### src/rtl/fetch_ctrl.sv
// rtl/fetch_ctrl.sv - instruction-fetch sequencer with PC, output slot handshake, redirect and halt
module fetch_ctrl #(
  parameter int MEM_BYTES = 32,
  parameter int RESET_PC  = 0,
  parameter int CNT_W     = 16
) (
  input  logic             clk,
  input  logic             reset,
  output logic [31:0]      ReadAddr,
  input  logic [31:0]      Instruccion,
  input  logic             redirect_en,
  input  logic [31:0]      redirect_addr,
  input  logic             if_ready,
  output logic             if_valid,
  output logic [31:0]      if_instr,
  output logic [31:0]      if_pc,
  output logic [31:0]      if_pc_plus4,
  output logic             halted,
  output logic [CNT_W-1:0] fetch_count
);

  typedef enum logic [1:0] {IDLE, FETCH, HALT} state_t;

  localparam logic [32:0] MEM_LIMIT = 33'(MEM_BYTES);
  localparam logic [31:0] PC_INIT   = 32'(RESET_PC);
  localparam logic [CNT_W-1:0] CNT_MAX = {CNT_W{1'b1}};

  state_t           state_q, state_d;
  logic [31:0]      pc_q, pc_d;
  logic             valid_q, valid_d;
  logic [31:0]      instr_q, instr_d;
  logic [31:0]      ipc_q, ipc_d;
  logic [31:0]      ipc4_q, ipc4_d;
  logic [CNT_W-1:0] cnt_q, cnt_d;

  logic [32:0] pc_plus4_33;
  logic [31:0] target;
  logic        target_in_range;
  logic        next_in_range;
  logic        accept;
  logic        slot_free;

  // The two low address bits of a redirect target are dropped on purpose.
  logic unused_addr_bits;
  assign unused_addr_bits = &{1'b0, redirect_addr[1:0]};

  // Sums are evaluated one bit wider so a wrapped pc+4 never looks in range.
  assign pc_plus4_33     = {1'b0, pc_q} + 33'd4;
  assign next_in_range   = pc_plus4_33 < MEM_LIMIT;
  assign target          = {redirect_addr[31:2], 2'b00};
  assign target_in_range = {1'b0, target} < MEM_LIMIT;
  assign accept          = valid_q && if_ready;
  assign slot_free       = !valid_q || if_ready;

  assign ReadAddr    = pc_q;
  assign if_valid    = valid_q;
  assign if_instr    = instr_q;
  assign if_pc       = ipc_q;
  assign if_pc_plus4 = ipc4_q;
  assign halted      = (state_q == HALT);
  assign fetch_count = cnt_q;

  // Next-state logic: redirect beats capture; capture only into a free slot.
  always_comb begin
    state_d = state_q;
    pc_d    = pc_q;
    valid_d = valid_q;
    instr_d = instr_q;
    ipc_d   = ipc_q;
    ipc4_d  = ipc4_q;
    cnt_d   = cnt_q;

    if (accept && (cnt_q != CNT_MAX)) begin
      cnt_d = cnt_q + 1'b1;
    end

    case (state_q)
      IDLE: begin
        state_d = FETCH;
      end
      FETCH: begin
        if (redirect_en) begin
          valid_d = 1'b0;
          pc_d    = target;
          state_d = target_in_range ? FETCH : HALT;
        end else if (slot_free) begin
          instr_d = Instruccion;
          ipc_d   = pc_q;
          ipc4_d  = pc_plus4_33[31:0];
          valid_d = 1'b1;
          if (next_in_range) begin
            pc_d = pc_plus4_33[31:0];
          end else begin
            state_d = HALT;
          end
        end
      end
      HALT: begin
        if (redirect_en) begin
          valid_d = 1'b0;
          pc_d    = target;
          state_d = target_in_range ? FETCH : HALT;
        end else if (accept) begin
          valid_d = 1'b0;
        end
      end
      default: begin
        state_d = IDLE;
      end
    endcase
  end

  // State register with synchronous reset overriding all inputs.
  always_ff @(posedge clk) begin
    if (reset) begin
      state_q <= IDLE;
      pc_q    <= PC_INIT;
      valid_q <= 1'b0;
      instr_q <= '0;
      ipc_q   <= '0;
      ipc4_q  <= '0;
      cnt_q   <= '0;
    end else begin
      state_q <= state_d;
      pc_q    <= pc_d;
      valid_q <= valid_d;
      instr_q <= instr_d;
      ipc_q   <= ipc_d;
      ipc4_q  <= ipc4_d;
      cnt_q   <= cnt_d;
    end
  end

endmodule

### config.mk
export PLATFORM = sky130hd
export DESIGN_NAME = fetch_ctrl
export DESIGN_NICKNAME = d
export VERILOG_FILES = /design/src/rtl/fetch_ctrl.sv
export SDC_FILE = /design/constraint.sdc
export NUM_CORES = 1
export LEC_CHECK = 0
export ABC_AREA = 1
export BUFFER_PORTS_ARGS = -buffer_cell sky130_fd_sc_hd__buf_2
export CORE_MARGIN = 1
export CORE_UTILIZATION = 55
export CTS_CLUSTER_SIZE = 8
export DETAILED_ROUTE_END_ITERATION = 16
export PLACE_DENSITY = 0.85
export SYNTH_ARGS = -nofsm -noshare
export SYNTH_HDL_FRONTEND = slang
export SYNTH_SLANG_ARGS = --single-unit
### constraint.sdc
create_clock -name clk -period 3.7 [get_ports clk]
set_clock_uncertainty 0.05 [all_clocks]
set_input_delay 0.185 -clock clk [delete_from_list [all_inputs] [get_ports clk]]
set_output_delay 0.185 -clock clk [all_outputs]
set_load 0.02 [all_outputs]
After elaboration in Yosys (flattened, before gate mapping)
Cells that the tools add are included.
{"block": "word_totals", "ff_bits": 147, "in_bits": 68, "output_inout_bits": 146}
{"block": "op_classes", "n_mux": 16, "bitwise": 1, "reduce_logical": 10, "addsub": 2, "order_cmp": 2, "eq_ne": 8}
{"op": "$mux 32", "count": 4}
{"op": "$pmux 32 s2", "count": 1}
{"op": "$add 32x3->33 const B", "count": 1}
{"op": "$lt 33x6->1 const B", "count": 1}
{"op": "$lt 32x6->1 const B", "count": 1}
{"op": "$add 16x1->16 const B", "count": 1}
{"op": "$ne 16x16->1 const B", "count": 1}
{"op": "$mux 2", "count": 5}
{"op": "$ne 3x3->1 const B", "count": 3}
{"op": "$reduce_and 3->1", "count": 3}
{"op": "$pmux 2 s3", "count": 1}
{"op": "$mux 1", "count": 4}
{"op": "$reduce_and 4->1", "count": 1}
{"op": "$ne 3x2->1 const B", "count": 1}
{"op": "$eq 2x1->1 const B", "count": 1}
{"op": "$eq 2x2->1 const B", "count": 1}
{"op": "$logic_and 1x1->1", "count": 2}
{"op": "$logic_not 2->1", "count": 1}
{"op": "$ne 2x2->1 const B", "count": 1}
{"op": "$pmux 1 s2", "count": 1}
{"op": "$reduce_bool 2->1", "count": 1}
{"op": "$logic_not 1->1", "count": 1}
{"op": "$logic_or 1x1->1", "count": 1}
{"op": "$not 1->1", "count": 1}

Longest topological paths before layout
{"block": "depth", "ltp_word": 6, "mapped_depth": 18, "ltp_nobuf": 17}

Least setup slack after synthesis
No wires, ideal clock.
{"block": "synth_path", "path_kind": "register to register", "startpoint": "register pc_q[3], in the netlist ReadAddr[3]", "endpoint": "register pc_q[10], in the netlist ReadAddr[10]", "path_stages_with_launch": 16, "required_time_ns": 3.537, "period_less_slack_ns": 2.416, "slack_ns": 1.284, "arrival_ns": 2.253, "cell_sequence": "dfxtp_1 ha_1 nand2_1 nor2_4 nand2_1 xor2_1 nand2_1 nor2_1 nand2_1 nor2_1 nand3_1 nand2_2 nand2_4 buf_2 nor2_1 nor2_1"}
{"block": "synth_between", "elab_chain_cells": 5, "elab_cells_between_ends": 8, "classes_between": "add/sub: 1; order compare: 1; eq/ne: 1; mux: 4; reduce/logical: 1"}
{"element": "start, declared", "line_no": "29", "rtl": "logic [31:0] pc_q, pc_d;"}
{"element": "start signal, assigned", "line_no": "125", "rtl": "pc_q <= pc_d;"}
{"element": "$add 32x3->33 (*)", "line_no": "48", "rtl": "assign pc_plus4_33 = {1'b0, pc_q} + 33'd4;"}
{"element": "parallel branches: the longest is 4 deep, another holds $lt 33x6->1"}
Mark *: on every way between the ends. The select of a mux whose other input is x is not followed.
A chain may end at the register's enable or synchronous reset.

Worst setup path after layout
{"block": "layout_path", "startpoint": "register pc_q[3], in the netlist ReadAddr[3]", "endpoint": "register pc_q[17], in the netlist ReadAddr[17]"}
Same word-level chain as after synthesis.

==> impl_metrics.csv <==
group,metric,value,unit
final_layout,fin_nets,1307,
synth,muxShareOfSynthArea,0,%
synth,synthCells,1026,
synth,synth-compound-area-share,14.4,%
power_and_ir_drop,powerDensity,734,mW/mm²
sta,rsz0062_at_grt,"no",
power_and_ir_drop,p_leak,4.24,nW
final_layout,n_antenna_cell,0,
synth,postSynthAreaPerCell,6.57,µm²
sta,slew_violations,0,
power_and_ir_drop,seqPwrFrac,34.5,%
grt,grt_max_degree,67,
detailed_routing,drtAntennaViolNets,0,
worst_setup_path,worstPathMaxFanout,54,
clock_tree,clock-root-buffer,"clkbuf_16",
clock_tree,cts_sinks,141,
grt,grt_use_total,32.9,%
placed_design,gp_congestion,0.955,
final_layout,fin_cells,1392,
floorplanning,coreArea,0.0120,mm²
floorplanning,dieWidth,113,µm
sta,hold_viol_final,1,
synth,yosys-top-cells-area,"dfxtp_1 (42%), nor2_1 (13%), nand2_1 (13%), o21ai_0 (7.5%), inv_1 (4.7%)",
floorplanning,ios,214,
clock_tree,clk_latency,430,ps
detailed_routing,drc_errors,0,
synth,yosysSeqAreaShare,41.9,%
synth,syn_area,0.00674,mm²
power_and_ir_drop,power.total,6.30,mW
synth,synth-simple-area-share,32.6,%
synth,synth_top_area_share,41.9,%
sta,worstMarginPinSlew,816,ps
sta,min_period,3100,ps
synth,yosys_register_bits,141,
power_and_ir_drop,power_frac_clock,26.6,%
hold_path,min_path_type,"input pin to register",
clock_tree,numCtsBuffers,17,
clock_tree,clockBufferDepth,2,
sta,min_period_over_period,83.7,%
detailed_routing,viasPerCell,5.36,
placed_design,io_buffer_count,205,
floorplanning,die_y,113,µm
run_status,status,"complete, but fails checks",
worst_setup_path,worst_ep_arrival_time,3400,ps
grt,antenna_found_initial,0,
placed_design,post-dp-hpwl,14500,µm
sta,holdWs,-0.0493,ps
grt,grt_remaining_overflow,0,
floorplanning,num_rows,40,
synth,synth_fa_ha_area_share,1.11,%
synth,ys_types,34,
synth,synth_top_family_by_area,"simple AND/OR/NAND/NOR gates",
floorplanning,die-area,0.0127,mm²
synth,synth_enable_flop_cells,0,
detailed_routing,dr_total_vias,7455,
synth,yosys.area_share.xor_xnor,1.30,%
detailed_routing,wire_per_inst,15.1,µm
synth,yosysMostFrequentCell,"nor2_1",
synth,synth_top_area_cell,"dfxtp_1",
grt,grt_pass1_vias,6686,
detailed_routing,dr.pass1.iters,6,
job,max_cap_viol_count,0,
worst_setup_path,path_class,"register to register",
sta,fmax,323,MHz
grt,grt_pass1_wl,33100,µm
worst_setup_path,end_kind,"register",
final_layout,area_growth,27.4,%
clock_tree,ctsResizeCount,0,
synth,ys_warn_count,0,
clock_tree,path_clk_slew,60,ps
power_and_ir_drop,peakVddDrop,0.511,mV
worst_setup_path,required,4010,ps
clock_tree,cts_tree,"done",
placed_design,dp.cells,1339,
power_and_ir_drop,comb_power_share,38.9,%
power_and_ir_drop,sw_frac_of_total,41.9,%
detailed_routing,wl,21000,µm
sta,setup_viol,0,
worst_setup_path,cp-start-kind,"register",
power_and_ir_drop,p_sw,2.64,mW
power_and_ir_drop,p_int,3.66,mW
floorplanning,start_util,56.4,%
synth,async_flop_share,0,%
detailed_routing,first_iter_violations,678,
final_layout,drive_gt1_share,21.2,%
synth,synth_common_cells,"nor2_1 (242), nand2_1 (227), dfxtp_1 (141)",
synth,dominantRegCellSynth,"dfxtp_1",
sta,slew_headroom,45.5,%
run_status,violations,"hold timing",
clock_tree,h-tree-depth,4,
sta,tns,0,ps
[power by group through the flow]
stage               logic (mW)  clock network (mW)  registers, mW
CTS                       2.42                1.67           2.16
global placement          2.34                   0           2.18
floorplan                 1.27                   0           2.59
finish                    2.45                1.67           2.17
detailed placement        2.38                   0           2.19
global route              2.70                1.75           2.21
[cell type report]
type | count | area (µm²)
fillers | 991 | 3380
multi-input cells | 749 | 3360
flip-flops and latches | 141 | 2820
repair buffers | 235 | 1320
clock buffers | 20 | 447
inverters | 89 | 335
well taps | 147 | 184
clock inverters | 11 | 119
[per-stage QoR]
stage | setup slack (ps) | hold slack (ps) | instance area, µm² | util [%]
after floorplan | 1280 | 302 | 6760 | -
after global placement | 840 | 383 | 7800 | 65.2
after detailed placement | 797 | 393 | 7800 | 65.2
after CTS | 715 | 0.00747 | 8590 | 71.8
after global routing | 379 | 5.40 | 8590 | 71.8
final | 604 | -0.0493 | 8590 | 71.8
[worst max-delay path, cell delays in order (launching register included)]
cell and delay (ps):
dfxtp_1 430, ha_1 250, nand3_1 170, nor2_2 310, nand4_1 140, nand2_1 230, nand2_1 80, nor2_1 100
nand2_1 50, nor2_1 200, nand3_1 130, nand2_2 150, nand2_4 320, nand2_1 190, nand2_1 70, nor2_1 110
[repair_timing]
item / 4_1_cts / 5_1_grt
hold buffers: 22 / 0
endpoints found under the hold margin: 22 / 0
buffers inserted: 0 / 0
setup endpoints to repair: 0 / 0
[kinds of logic (layout without fill, tap and decap cells)]
logic type,Yosys count,count (layout)
other,1,6
adder cells (fa/ha/maj),6,6
XOR/XNOR,10,10
AND/OR/NAND/NOR,543,543
AO/OA/AOI/OAI,184,184
buffers and inverters,141,355
flip-flops,141,141
[cell usage in the layout (no fill, tap or decap), types with 2 or more instances in the layout]
cell type,netlist,final
dlygate4sd3_1,0,22
clkinv_2,0,5
nand2_1,227,227
nor2_2,9,10
a31oi_1,13,13
inv_2,4,4
conb_1,1,6
ha_1,6,6
xor2_1,9,9
clkbuf_1,35,2
nor2_1,242,241
o211ai_1,9,9
nand3_2,2,2
nor4_1,8,8
nand3_1,29,29
buf_4,6,7
buf_2,5,205
bufinv_16,0,2
dfxtp_1,141,141
o21a_1,2,2
o21ai_1,3,3
a21oi_1,54,54
nand4_1,11,11
inv_1,85,84
clkinvlp_4,0,4
clkbuf_16,0,17
nor3_1,9,9
o21ai_0,101,101
[routing by layer]
metal,vias to the layer above,part of all wire (%),GRT usage [%]
li1,3680,-,-
met1,3334,42,41.6
met2,388,46,54.8
met3,53,9.1,7.34
met4,0,2.6,12.4
met5,-,0,0
[worst paths after layout]
kind,endpoint,startpoint,slack (ps),depth (start not counted)
hold / removal,if_instr[24],Instruccion[24],-0.05,3
setup reg to reg,ReadAddr[17],ReadAddr[3],600,15
hold reg to reg,if_instr[0],if_instr[0],430,2
setup / recovery,ReadAddr[17],ReadAddr[3],600,15
[flip-flops by register name, indices dropped and copies added (netlist names)]
register     cells
ReadAddr        30
fetch_count     16
if_instr        32
if_pc           30
if_pc_plus4     30
if_valid         1
state_q          2
(Power assumes the default switching activity.)
